<file path="src/rtl/digit_serial_adder_pkg.sv">
// Shared types and defaults for the digit-serial adder.
// FSM state encoding plus default operand/digit widths.
package digit_serial_adder_pkg;

  typedef enum logic [1:0] {
    IDLE,
    RUN,
    DONE
  } state_e;

  localparam int DEF_WIDTH = 32;
  localparam int DEF_DIGIT = 4;

endpackage

</file>
<file path="src/rtl/digit_serial_adder_adder_nbit.sv">
// Parametrised ripple-carry adder for one digit slice.
// Also exposes the carry into its top bit for overflow.
module full_adder (
  input  logic a,
  input  logic b,
  input  logic ci,
  output logic s,
  output logic co
);

  assign s  = a ^ b ^ ci;
  assign co = (a & b) | (ci & (a ^ b));

endmodule

module adder_nbit #(
  parameter int N = 4
) (
  input  logic [N-1:0] a,
  input  logic [N-1:0] b,
  input  logic         cin,
  output logic [N-1:0] sum,
  output logic         cout,
  output logic         cmsb
);

  logic [N:0] c;

  assign c[0] = cin;

  for (genvar i = 0; i < N; i++) begin : g_fa
    full_adder u_fa (
      .a  (a[i]),
      .b  (b[i]),
      .ci (c[i]),
      .s  (sum[i]),
      .co (c[i+1])
    );
  end

  assign cout = c[N];
  assign cmsb = c[N-1];

endmodule

</file>
<file path="src/rtl/digit_serial_adder.sv">
// Digit-serial add/subtract: one DIGIT-bit slice per cycle.
// Results are exposed only once the final slice completes.
module digit_serial_adder
  import digit_serial_adder_pkg::*;
#(
  parameter int WIDTH = DEF_WIDTH,
  parameter int DIGIT = DEF_DIGIT
) (
  input  logic             clk,
  input  logic             reset,
  input  logic             start,
  input  logic             sub,
  input  logic [WIDTH-1:0] A,
  input  logic [WIDTH-1:0] B,
  input  logic             C0,
  output logic             busy,
  output logic             done,
  output logic [WIDTH-1:0] S,
  output logic             C,
  output logic             V
);

  if (DIGIT < 1 || DIGIT > WIDTH ||
      (WIDTH % DIGIT) != 0) begin : g_bad_cfg
    $error("digit_serial_adder: bad WIDTH/DIGIT");
  end

  localparam int N  = WIDTH / DIGIT;
  localparam int CW = $clog2(N) + 1;

  state_e           state_q, state_d;
  logic [WIDTH-1:0] a_q, a_d;
  logic [WIDTH-1:0] b_q, b_d;
  logic [WIDTH-1:0] acc_q, acc_d;
  logic [WIDTH-1:0] s_q, s_d;
  logic [CW-1:0]    cnt_q, cnt_d;
  logic             cy_q, cy_d;
  logic             c_q, c_d;
  logic             v_q, v_d;

  logic [DIGIT-1:0] sum_w;
  logic             cout_w;
  logic             cmsb_w;
  logic [WIDTH-1:0] acc_nx;

  adder_nbit #(
    .N (DIGIT)
  ) u_add (
    .a    (a_q[DIGIT-1:0]),
    .b    (b_q[DIGIT-1:0]),
    .cin  (cy_q),
    .sum  (sum_w),
    .cout (cout_w),
    .cmsb (cmsb_w)
  );

  // New slice enters at the top; after N shifts S is aligned.
  assign acc_nx = (acc_q >> DIGIT) |
                  (WIDTH'(sum_w) << (WIDTH - DIGIT));

  always_comb begin
    state_d = state_q;
    a_d     = a_q;
    b_d     = b_q;
    acc_d   = acc_q;
    s_d     = s_q;
    cnt_d   = cnt_q;
    cy_d    = cy_q;
    c_d     = c_q;
    v_d     = v_q;
    unique case (state_q)
      IDLE, DONE: begin
        if (start) begin
          state_d = RUN;
          a_d     = A;
          b_d     = sub ? ~B : B;
          cy_d    = sub ? 1'b1 : C0;
          cnt_d   = '0;
        end else begin
          state_d = IDLE;
        end
      end
      RUN: begin
        a_d   = a_q >> DIGIT;
        b_d   = b_q >> DIGIT;
        acc_d = acc_nx;
        cy_d  = cout_w;
        cnt_d = cnt_q + 1'b1;
        if (cnt_q == CW'(N - 1)) begin
          state_d = DONE;
          s_d     = acc_nx;
          c_d     = cout_w;
          v_d     = cmsb_w ^ cout_w;
        end
      end
      default: state_d = IDLE;
    endcase
  end

  always_ff @(posedge clk) begin
    if (reset) begin
      state_q <= IDLE;
      a_q     <= '0;
      b_q     <= '0;
      acc_q   <= '0;
      s_q     <= '0;
      cnt_q   <= '0;
      cy_q    <= 1'b0;
      c_q     <= 1'b0;
      v_q     <= 1'b0;
    end else begin
      state_q <= state_d;
      a_q     <= a_d;
      b_q     <= b_d;
      acc_q   <= acc_d;
      s_q     <= s_d;
      cnt_q   <= cnt_d;
      cy_q    <= cy_d;
      c_q     <= c_d;
      v_q     <= v_d;
    end
  end

  assign busy = (state_q == RUN);
  assign done = (state_q == DONE);
  assign S    = s_q;
  assign C    = c_q;
  assign V    = v_q;

endmodule
</file>
<file path="config.mk">
export PLATFORM = sky130hd
export DESIGN_NAME = digit_serial_adder
export DESIGN_NICKNAME = d
export VERILOG_FILES = /design/src/rtl/digit_serial_adder_pkg.sv /design/src/rtl/digit_serial_adder_adder_nbit.sv /design/src/rtl/digit_serial_adder.sv
export SDC_FILE = /design/constraint.sdc
export NUM_CORES = 1
export LEC_CHECK = 0
export ABC_CLOCK_PERIOD_IN_PS = 4200
export CORE_ASPECT_RATIO = 1.1
export CORE_MARGIN = 1.5
export CORE_UTILIZATION = 45
export CTS_BUF_LIST = sky130_fd_sc_hd__clkbuf_8
export DETAILED_ROUTE_END_ITERATION = 8
export PLACE_DENSITY = 0.71
export REMOVE_ABC_BUFFERS = 1
export SLEW_MARGIN = 10
export SYNTH_ARGS = -nofsm -noshare
export SYNTH_HDL_FRONTEND = slang
export SYNTH_SLANG_ARGS = --single-unit
</file>
<file path="constraint.sdc">
create_clock -name clk -period 4.2 [get_ports clk]
set_clock_uncertainty 0.2 [all_clocks]
set_input_delay 0.42 -clock clk [delete_from_list [all_inputs] [get_ports clk]]
set_output_delay 0.42 -clock clk [all_outputs]
set_load 0.005 [all_outputs]
</file>
==> run summary, run 1 <==
The flow ran to the end, and the final reports show no timing, DRC or antenna violations. The final worst slack was 1.57 ns; the clock sink count was 133. The logs give 843 for the number of cells in the design after placement and 0.476 for the sequential share of the synthesized area.

The net count of the finished layout is 784. For this design the top-level I/O count stands at 105. The run gives 0.789 as the routability congestion estimate from global placement. After synthesis, the largest family of logic cells by area is compound AO/OA/AOI/OAI gates. The chip width came out at 109 um. TritonCTS built the clock tree. During placement, the flow inserted port buffers numbering 104. The layout overhead on the synthesized area came out at 24.4%. Setup repair after global routing left no endpoint under its margin. The clock tree synthesis step divided the H-tree into 4 levels. In this run the worst hold path is classified as flop to flop.

Data arrives at the worst endpoint at 2.01 ns. Maximum net fanout on the critical path: 68. STA classifies the critical path startpoint as a flop.

The die covers 13100 um^2. For this design the static power due to leakage is 2.36 nW. The repair_antennas step left the layout with diodes totalling 0.

The effective utilization at floorplan came out at 0.463. After detailed routing, the average wire length per cell comes to 14.0 um. Post-CTS repair changed the size of 0 cells. The post-synthesis xor/xnor area fraction came out at 0.0517. The count of nets left with antenna violations once routing finished came out at 0. Static timing analysis puts the maximum clock frequency at 380 MHz. The number of max-slew violations in the final report is 0, and the post-CTS setup repair buffer count is 0. Dividing total power by cell area gives a power density of 398 nW/um^2. Post-synthesis simple-gate area fraction: 0.145.

The final cycle utilization of the critical path is 0.626. During synthesis, Yosys emitted a total of 0 warnings. In this run, distinct cell masters in the synthesized netlist total 31. After clock tree synthesis, the clock-pin slew on the worst setup and hold paths is 0.07 ns. Type of the worst setup path: flop to output port. For the initial antenna violation count, the log shows 0. For the number of instances in the synthesized netlist, the log shows 648. The share of async-settable or async-resettable flops after synthesis is 0, and the detailed-router iteration count before antenna repair is 5.

The run gives 4808 as the overall via count from detail_route. The synthesized design contains 133 register bits. The number of buffers inserted during clock tree synthesis was 17; the post-detailed-routing wire length was 12200 um.

The multiplexer fraction of the synthesized cell area is 0.00649, and the final cell count without fillers is 877. The clock passes through at most 2 buffers. Compound-gate portion of the synthesized area: 0.230. The total area inside the core boundary comes to 12100 um^2. Detail-routed via count per cell: 5.48.

For the overall global routing resource usage, the log shows 0.196. The total negative slack for setup checks is 0 ns, and the worst hold-check slack is 0.260 ns. In the routed design, unresolved DRC markers number 0. Subtracting the final worst setup slack from the clock period gives 2.63 ns. At the worst endpoint, the required time is 3.58 ns.

The dominant synthesized flop cell is dfxtp_1. For the insertion delay to the later sink of the worst-skew pair, the log shows 0.43 ns. For this run, the slowest stage of the critical path takes 0.59 ns. The critical path goes through nand2b_4 -> inv_6 -> clkdlybuf4s50_1. The quantity of hold-fixing buffers added after cts came out at 0. In this run the core area contains 42 standard-cell rows.

The first global-routing pass estimated 20600 um of wire. The run gives 0 as the final number of setup-violating endpoints. The worst setup path is captured at an output port. The tools report the number of DRC markers in iteration 0 as 454. Via count of the first global-routing pass: 4457. Each instance of the synthesized netlist takes up on average 8.63 um^2.

Slowest cell on the critical path: clkdlybuf4s50_1. The worst max-slew margin expressed relative to the limit was 0.292. Clock tree synthesis selected as its root buffer the cell clkbuf_8. Largest net degree at the start of global routing: 128. Half-perimeter wire length after placement: 7340 um. The total power consumption of the routed design was 2.77 mW; the share of layout cells above drive strength 1 was 0.0678. The fill cell instance count of the final layout was 1111; the combined area of all synthesized cells was 5590 um^2.

The number of flops mapped to enable cells by yosys is 0. For the number of max-cap violations, the log shows 0. The worst IR drop on VDD was 0.216 mV. The hold violation count in the final report was 0. Slew at the pin closest to its max-slew limit: 1.06 ns. The floorplan step set the die height to 120 um. The remaining global-route overflow was 0.

Fraction of the mapped netlist area in adder cells: 0.0166. The worst slack at placement came out at 1.60 ns.
-- registers in the layout, summed over array words and instances (netlist names) --
| name | cells |
|---|---|
| C | 1 |
| S | 32 |
| V | 1 |
| a_q | 32 |
| acc_q | 28 |
| b_q | 32 |
| cnt_q | 4 |
| cy_q | 1 |
| state_q | 2 |
-- cell type report --
class	count	area [um^2]	share of cell area
Timing Repair Buffer	111	1110	0.160
Clock buffer	19	262	0.0376
Sequential cell	133	2660	0.383
Multi-Input combinational cell	439	2530	0.364
Clock inverter	13	158	0.0227
Inverter	8	35.0	0.00504
Tap cell	154	193	0.0277
-- per-stage QoR --
stage	utilization	instance area, um^2
2_1_floorplan	-	5210
3_3_place_gp	0.537	6490
3_5_place_dp	0.537	6490
4_1_cts	0.572	6910
5_1_grt	0.575	6950
6_report	0.575	6950
-- path summary, 6_finish.rpt --
| kind | start | to | slack [ns] | cells past startpoint |
|---|---|---|---|---|
| worst min-delay path | acc_q[6] | acc_q[6] | 0.26 | 2 |
| worst max register to register | a_q[0] | S[31] | 1.67 | 8 |
| worst max-delay path | state_q[0] | busy | 1.57 | 3 |
| worst min register to register | acc_q[6] | acc_q[6] | 0.26 | 2 |
-- synth_stat cells (2+ instances only) --
| library cell | n | area, um^2 |
|---|---|---|
| a211oi_1 | 5 | 37.5 |
| a211oi_2 | 2 | 25.0 |
| a21oi_1 | 128 | 641 |
| a22oi_1 | 55 | 413 |
| buf_2 | 35 | 175 |
| buf_4 | 4 | 30.0 |
| buf_6 | 9 | 101 |
| clkbuf_1 | 20 | 75.1 |
| dfxtp_1 | 133 | 2660 |
| fa_1 | 4 | 80.1 |
| inv_1 | 7 | 26.3 |
| nand2_1 | 61 | 229 |
| nand2b_1 | 3 | 18.8 |
| nand3_1 | 97 | 485 |
| nor2_1 | 6 | 22.5 |
| nor2b_1 | 2 | 12.5 |
| o21ai_0 | 32 | 160 |
| xor2_1 | 32 | 280 |
-- cells in the final DEF, fill, tap and decap left out, types with 2 or more instances in the layout --
cell type          n
clkinv_2           3
inv_1              8
fa_1               4
nand3_1           97
a211oi_1           5
nor2_1             6
clkinvlp_4         3
o21ai_0           32
nand2_1           61
clkinv_4           3
clkbuf_8          19
a211oi_2           2
clkdlybuf4s50_1  102
dfxtp_1          133
xor2_1            32
bufinv_16          3
a21oi_1          128
a22oi_1           55
buf_4              6
-- cell families after synthesis --
logic type               count (synthesis)
AO/OA/AOI/OAI                          223
flip-flops                             133
XOR/XNOR                                33
AND/OR/NAND/NOR                        175
adder cells (fa/ha/maj)                  5
multiplexers                             3
buffers and inverters                   76
-- where the power goes --
part	leakage (nW)	internal (mW)	total [mW]	switching, mW
clock	0.209	0.615	1.10	0.488
combinational	1.07	0.139	0.321	0.183
sequential	1.08	1.31	1.35	0.0309
-- worst max-delay path: cells and delay by family (launching register included) --
kind | cells | cell delay [ns]
flip-flops | 1 | 0.51
buffers and inverters | 2 | 0.94
AND/OR/NAND/NOR | 1 | 0.11
-- metal layers --
metal  up-vias  share of wire  GRT usage
met2       152           0.46      0.299
met5         -              0          0
met4         0         0.0081     0.0544
met3        11          0.058     0.0608
li1       2410              -          -
met1      2235           0.48      0.267
(Power assumes the default switching activity.)
==> inputs of run 2 (changes only) <==
ABC_CLOCK_PERIOD_IN_PS = 2150   (was 4200)
PLACE_DENSITY = 0.73   (was 0.71)
clock period = 2.15 ns   (was 4.2 ns; I/O delays follow)
==> run summary, run 2 (synthesis results as in run 1) <==
The flow ran to the end, but the final reports show violations. The checks that failed: negative setup slack. The final cycle utilization of the critical path was 1.07; the number of DRC markers in iteration 0 was 395. The class of the tightest hold or removal check is input port to flop. 105 I/O pins were placed. Entering global routing, the biggest net connects 77 pins. In this run the worst path has a maximum fanout of 2.

The number of buffers inserted during clock tree synthesis was 17. Once layout is complete, the cells apart from fillers number 888. The logs give 855 for the number of cells in the design after placement and 7580 um for the half-perimeter wire length after placement. In this design, the stage delay of the slowest critical-path cell is 0.45 ns. For the final worst slack, the log shows -0.161 ns.

The wire length on met2 was 5870 um. Leaving out fill and tap cells, the most frequent cell in the layout is dfxtp_1. Setup repair after global routing could not meet its margin everywhere. The highest metal layer carrying signal wires in the routed design is met4. In the layout the commonest cells are dfxtp_1, a21oi_1, clkdlybuf4s50_1. The clock net in this run drives a total of 133 sinks.

The overall global routing resource usage is 0.195, and the count of standard-cell rows is 42. The hold violation count in the final report is 0, and the wire length of the first global-routing pass is 20600 um. Detailed routing placed a total of 803 um of wire on met3. The clock period minus final worst setup slack works out to 2.31 ns. Dividing total power by cell area gives a power density of 792 nW/um^2.

The post-detailed-routing wire length was 12200 um. The overall via count from detail_route came out at 4873. At the end of the flow, the number of nets in the layout was 795. The number of antenna diodes is 0. Walking the worst path, the cells encountered are inv_2 -> fa_2 -> inv_2 -> fa_2 -> fa_2 -> inv_2 -> fa_2 -> a211oi_2. The area growth from synthesis to layout is 28.5%.

The post-CTS setup repair buffer count was 0; the final routed wire length divided by cell count was 13.7 um. The effective utilization at floorplan is 0.463. The residual DRC count is 0, and the number of max-cap violations is 0.

The final number of setup-violating endpoints came out at 5. The count of buffer and inverter cells on the critical path was 3. The residual antenna-violating net count after detailed routing was 0.

On the critical path the largest part of the delay comes from adder cells. The worst endpoint required time is 2.30 ns, and the slew at the pin closest to its max-slew limit is 0.439 ns. After detailed placement, the total cell area comes to 6670 um^2.

The root buffer cell chosen for the clock tree is clkbuf_8. Clock-pin slew was measured on the worst setup and hold paths at 0.08 ns. The worst-case IR drop observed on VDD is 0.449 mV.

The tools report the core region area as 12100 um^2. The die is 109 um wide. Hold timing on the final database bottoms out at a slack of 0.116 ns. With fillers left out, the area of the finished cells amounts to 7180 um^2.

TritonCTS built the clock tree. The number of max-slew violations in the final report was 0. The clock tree synthesis step divided the H-tree into 4 levels. Summed over all failing endpoints, the final setup total negative slack is -0.561 ns. The layout has 1091 filler cells. The share of layout cells above drive strength 1 works out to 0.102.

The run gives 2.46 ns as the data arrival time of the critical path. The die covers 13100 um^2. The worst max-slew margin expressed relative to the limit is 0.707. In this run the tool buffered the top-level ports with 104 buffer cells. The run gives 0.44 ns as the insertion delay to the later sink of the worst-skew pair.

By instance count, the cell type seen most on the critical path is fa_2. The tools report the via count of the first global-routing pass as 4530. The die height was 120 um; the total power consumption of the routed design was 5.69 mW. STA classifies the critical path startpoint as a flop. The endpoint class of the critical path is a flop. The detail-routed via count per cell was 5.49. Remaining global-route overflow: 0. For this run, the detailed router's first-pass iteration total came to 6.

The tools report the initial antenna violation count as 0. At the end of routability-driven placement, the weighted congestion stood at 0.771. The longest clock path from root to sink contains 2 buffers. Static leakage: 2.46 nW. For this design, the slowest cell found on the critical path is fa_2. After detailed routing, the wire length on met1 is 5390 um. Based on the critical path, the design can be clocked at up to 433 MHz. The worst setup path is of the flop to flop kind.
==> run 2: changes by cell type in the layout (fill, tap and decap cells not counted), sizes merged <==
cell,delta
buf,+10
bufinv,+2
clkbuf,-2
clkinv,-3
clkinvlp,-1
dlygate4sd3,+1
inv,+4
==> run 2: worst reg2reg max path, delay by kind of cell (launching register included) <==
kind | cells | cell delay (ns)
adder cells (fa/ha/maj) | 4 | 1.34
buffers and inverters | 3 | 0.17
AO/OA/AOI/OAI | 1 | 0.20
flip-flops | 1 | 0.33
==> run 2: area by class of cell <==
type | instances | area [um^2] | share of cell area
repair buffers | 122 | 1260 | 0.176
flip-flops and latches | 133 | 2670 | 0.372
well taps | 154 | 193 | 0.0268
inverters | 8 | 37.5 | 0.00522
clock inverters | 15 | 226 | 0.0315
clock buffers | 17 | 234 | 0.0326
multi-input cells | 439 | 2560 | 0.356
==> run 2: path summary, 6_finish.rpt <==
check	start	slack, ns	depth (start not counted)	end
worst max-delay path	b_q[0]	-0.16	8	S[31]
worst min-delay path	A[30]	0.12	3	a_q[30]
worst max register to register	b_q[0]	-0.16	8	S[31]
worst min register to register	acc_q[18]	0.26	2	acc_q[14]
==> run 2: power breakdown <==
| group | switching (mW) | internal, mW | leakage (nW) |
|---|---|---|---|
| Clock | 1.00 | 1.39 | 0.229 |
| Sequential | 0.0610 | 2.57 | 1.08 |
| Combinational | 0.365 | 0.304 | 1.15 |
==> run 2: per-stage QoR <==
step,setup slack (ns),util
3_5_place_dp,-0.396,0.552
6_report,-0.161,0.594
2_1_floorplan,-2.24,-
3_3_place_gp,-0.320,0.552
4_1_cts,-0.168,0.593
5_1_grt,-0.225,0.594
==> run 2: layer usage <==
metal | track usage | up-vias
li1 | - | 2433
met1 | 0.247 | 2265
met2 | 0.316 | 163
met3 | 0.0608 | 12
met4 | 0.0601 | 0
met5 | 0 | -
==> run 2: timing repair <==
| item | in CTS | in global routing |
|---|---|---|
| resized for setup | 14 | 6 |
| hold endpoints to repair | 19 | 0 |
| pin swaps | 8 | 1 |
| endpoints found under the setup margin | 6 | 6 |
| hold buffers | 1 | 0 |
==> inputs of run 3 (changes only) <==
--- a/config.mk
+++ b/config.mk
@@ -7,4 +7,5 @@
 export LEC_CHECK = 0
 export ABC_CLOCK_PERIOD_IN_PS = 2150
+export CAP_MARGIN = 10
 export CORE_ASPECT_RATIO = 1.1
 export CORE_MARGIN = 1.5
==> constraint.sdc (replaced) <==
create_clock -name clk -period 2.15 [get_ports clk]
set_clock_uncertainty 0.2 [all_clocks]
set_input_delay 0.215 -clock clk [delete_from_list [all_inputs] [get_ports clk]]
set_output_delay 0.215 -clock clk [all_outputs]
set_load 0.1 [all_outputs]
==> run summary, run 3 (synthesis results as in run 1) <==
The flow ran to the end, but the final reports show violations. The checks that failed: negative setup slack. The detail route stage leaves a number of antenna-violating nets equal to 0.

The maximum net fanout on the critical path is 2. The worst max-slew margin expressed relative to the limit was 0.697; the via count of the first global-routing pass was 4473. The residual DRC count was 0; the clock sink count was 133.

After filler insertion, the fill cell instance count of the layout stands at 1090. The detail-routed via count per cell came out at 5.44. The largest net degree at the start of global routing is 69. Internal power comes to 4.15 mW.

Setup repair after global routing could not meet its margin everywhere. Once placement completed, the tool counted placed cells totaling 854. IR analysis of the VDD net gives a maximum drop of 0.575 mV. For this design the top-level I/O count stands at 105.

The insertion delay to the later sink of the worst-skew pair came out at 0.44 ns. The tightest hold path in the finished design has a slack of 0.118 ns. The run gives 0 as the number of antenna diodes. The worst setup path is launched from a flop.

Buffers placed on the I/O ports in this run total 104. Switching share of power: 0.244. The run gives 0 as the number of max-slew violations in the final report. Across the run, the number of max-cap violations was 0. The logs give -0.161 ns for the final worst slack and 5 for the final number of setup-violating endpoints. The tools report the register share of total power as 0.480. The share of layout cells above drive strength 1 is 0.143. The initialized floorplan defines 42 standard-cell rows. Die height: 120 um. The initial antenna violation count is 0. The total negative slack for setup checks was -0.588 ns; the switching power was 1.34 mW. The library cell used most frequently in the layout, excluding fill and tap cells, is dfxtp_1. The H-tree generated during clock tree synthesis spans 4 levels.

The worst setup path is of the flop to flop kind. The die is 109 um wide. The run gives 0 as the remaining global-route overflow.

Before CTS, the worst setup slack after placement is -0.456 ns. The number of buffers inserted during clock tree synthesis is 17, and the clock power share is 0.395. In this run the deepest clock path goes through 2 buffers.

TritonCTS built the clock tree. The final cell count without fillers came out at 886. The run gives 2.47 ns as the data arrival time of the critical path. The hold violation count in the final report is 0, and the clock period minus final worst setup slack is 2.31 ns. Post-CTS timing repair inserted 0 buffers for setup.

The worst setup path is captured at a flop. After clock tree synthesis, the clock-pin slew on the worst setup and hold paths is 0.07 ns. Total power for the finished layout comes to 5.49 mW. The final cycle utilization of the critical path is 1.07, and the static leakage is 2.53 nW. The first TritonRoute pass finished after 5 iterations. At the end of routability-driven placement, the weighted congestion stood at 0.780. The area growth from synthesis to layout is 26.2%. The worst hold path depth was 3; the slew at the pin closest to its max-slew limit was 0.455 ns. The combinational share of power was 0.126; the worst endpoint required time was 2.31 ns.

The tightest min-delay check is of the input port to flop type. The region available for standard cell placement spans 12100 um^2. The tools report the half-perimeter wire length after placement as 7600 um. The clock root buffer was clkbuf_8. The worst-case reg-to-reg path depth is 8. The overall global routing resource usage came out at 0.199.

After detailed routing, the average wire length per cell comes to 13.9 um. Leaving out fill and tap cells, the most frequent cells in the layout are dfxtp_1, a21oi_1, nand3_1. For this design the ratio of total power to cell area is 777 nW/um^2.

The die footprint is 13100 um^2. For the wire length of the first global-routing pass, the log shows 20800 um. For this block, the via count after detailed routing is 4822. The maximum clock frequency came out at 433 MHz.

The logs give 0.463 for the effective utilization at floorplan and 794 for the layout net count. The post-detailed-routing wire length came out at 12300 um. In this run, the number of DRC markers left after iteration 0 of detailed routing was 410.
[run 3: changes by cell type in the layout (fill, tap and decap cells not counted)]
cell and change:
a21oi_1 +1, inv_1 +2, clkdlybuf4s50_1 -36, inv_6 -4, buf_12 +2, buf_4 +33
dfxtp_4 -1, dfxtp_1 +1, bufinv_16 -1, clkinv_2 +3, a21oi_2 -1, clkinv_4 -2
clkbuf_8 +1
[run 3: critical path, stage by stage (launching register included)]
cell and delay [ns]:
dfxtp_2 0.33, inv_2 0.05, fa_2 0.20, inv_2 0.04
fa_2 0.33, fa_2 0.36, inv_2 0.06, fa_2 0.45
a211oi_2 0.20
[run 3: area by class of cell]
class | instances | area (um^2) | area share
Sequential cell | 133 | 2670 | 0.378
Timing Repair Buffer | 121 | 1190 | 0.169
Tap cell | 154 | 193 | 0.0273
Multi-Input combinational cell | 439 | 2560 | 0.362
Clock inverter | 13 | 166 | 0.0236
Inverter | 8 | 37.5 | 0.00532
Clock buffer | 18 | 248 | 0.0351
[run 3: layer usage]
metal  track usage  up-vias  routed length [um]
met2         0.312      144                5960
met4        0.0706        0                 117
li1              -     2434                   -
met5             0        -                   0
met1         0.263     2232                5570
met3        0.0532       12                 689
[run 3: final timing paths]
check / start / end / slack [ns]
worst max register to register: b_q[0] / S[31] / -0.16
worst min register to register: acc_q[5] / acc_q[5] / 0.26
worst max-delay path: b_q[0] / S[31] / -0.16
worst min-delay path: A[30] / a_q[30] / 0.12
[run 3: power by group through the flow]
stage / logic, mW / registers (mW) / clock network (mW)
2_1_floorplan: 0.350 / 2.67 / 0
3_3_place_gp: 0.665 / 2.68 / 0
3_5_place_dp: 0.680 / 2.68 / 0
4_1_cts: 0.689 / 2.63 / 2.23
5_1_grt: 0.763 / 2.64 / 2.33
6_report: 0.689 / 2.63 / 2.17
[run 3: stage by stage]
stage | util | area [um^2]
5_1_grt | 0.584 | 7060
3_5_place_dp | 0.546 | 6600
6_report | 0.584 | 7060
3_3_place_gp | 0.546 | 6600
2_1_floorplan | - | 5210
4_1_cts | 0.583 | 7050
[run 3: repair_timing]
| item | CTS | global route |
|---|---|---|
| endpoints found under the hold margin | 14 | 0 |
| pin swaps | 8 | 7 |
| setup endpoints to repair | 7 | 5 |
| hold buffers | 1 | 0 |
| gates resized for setup | 15 | 2 |
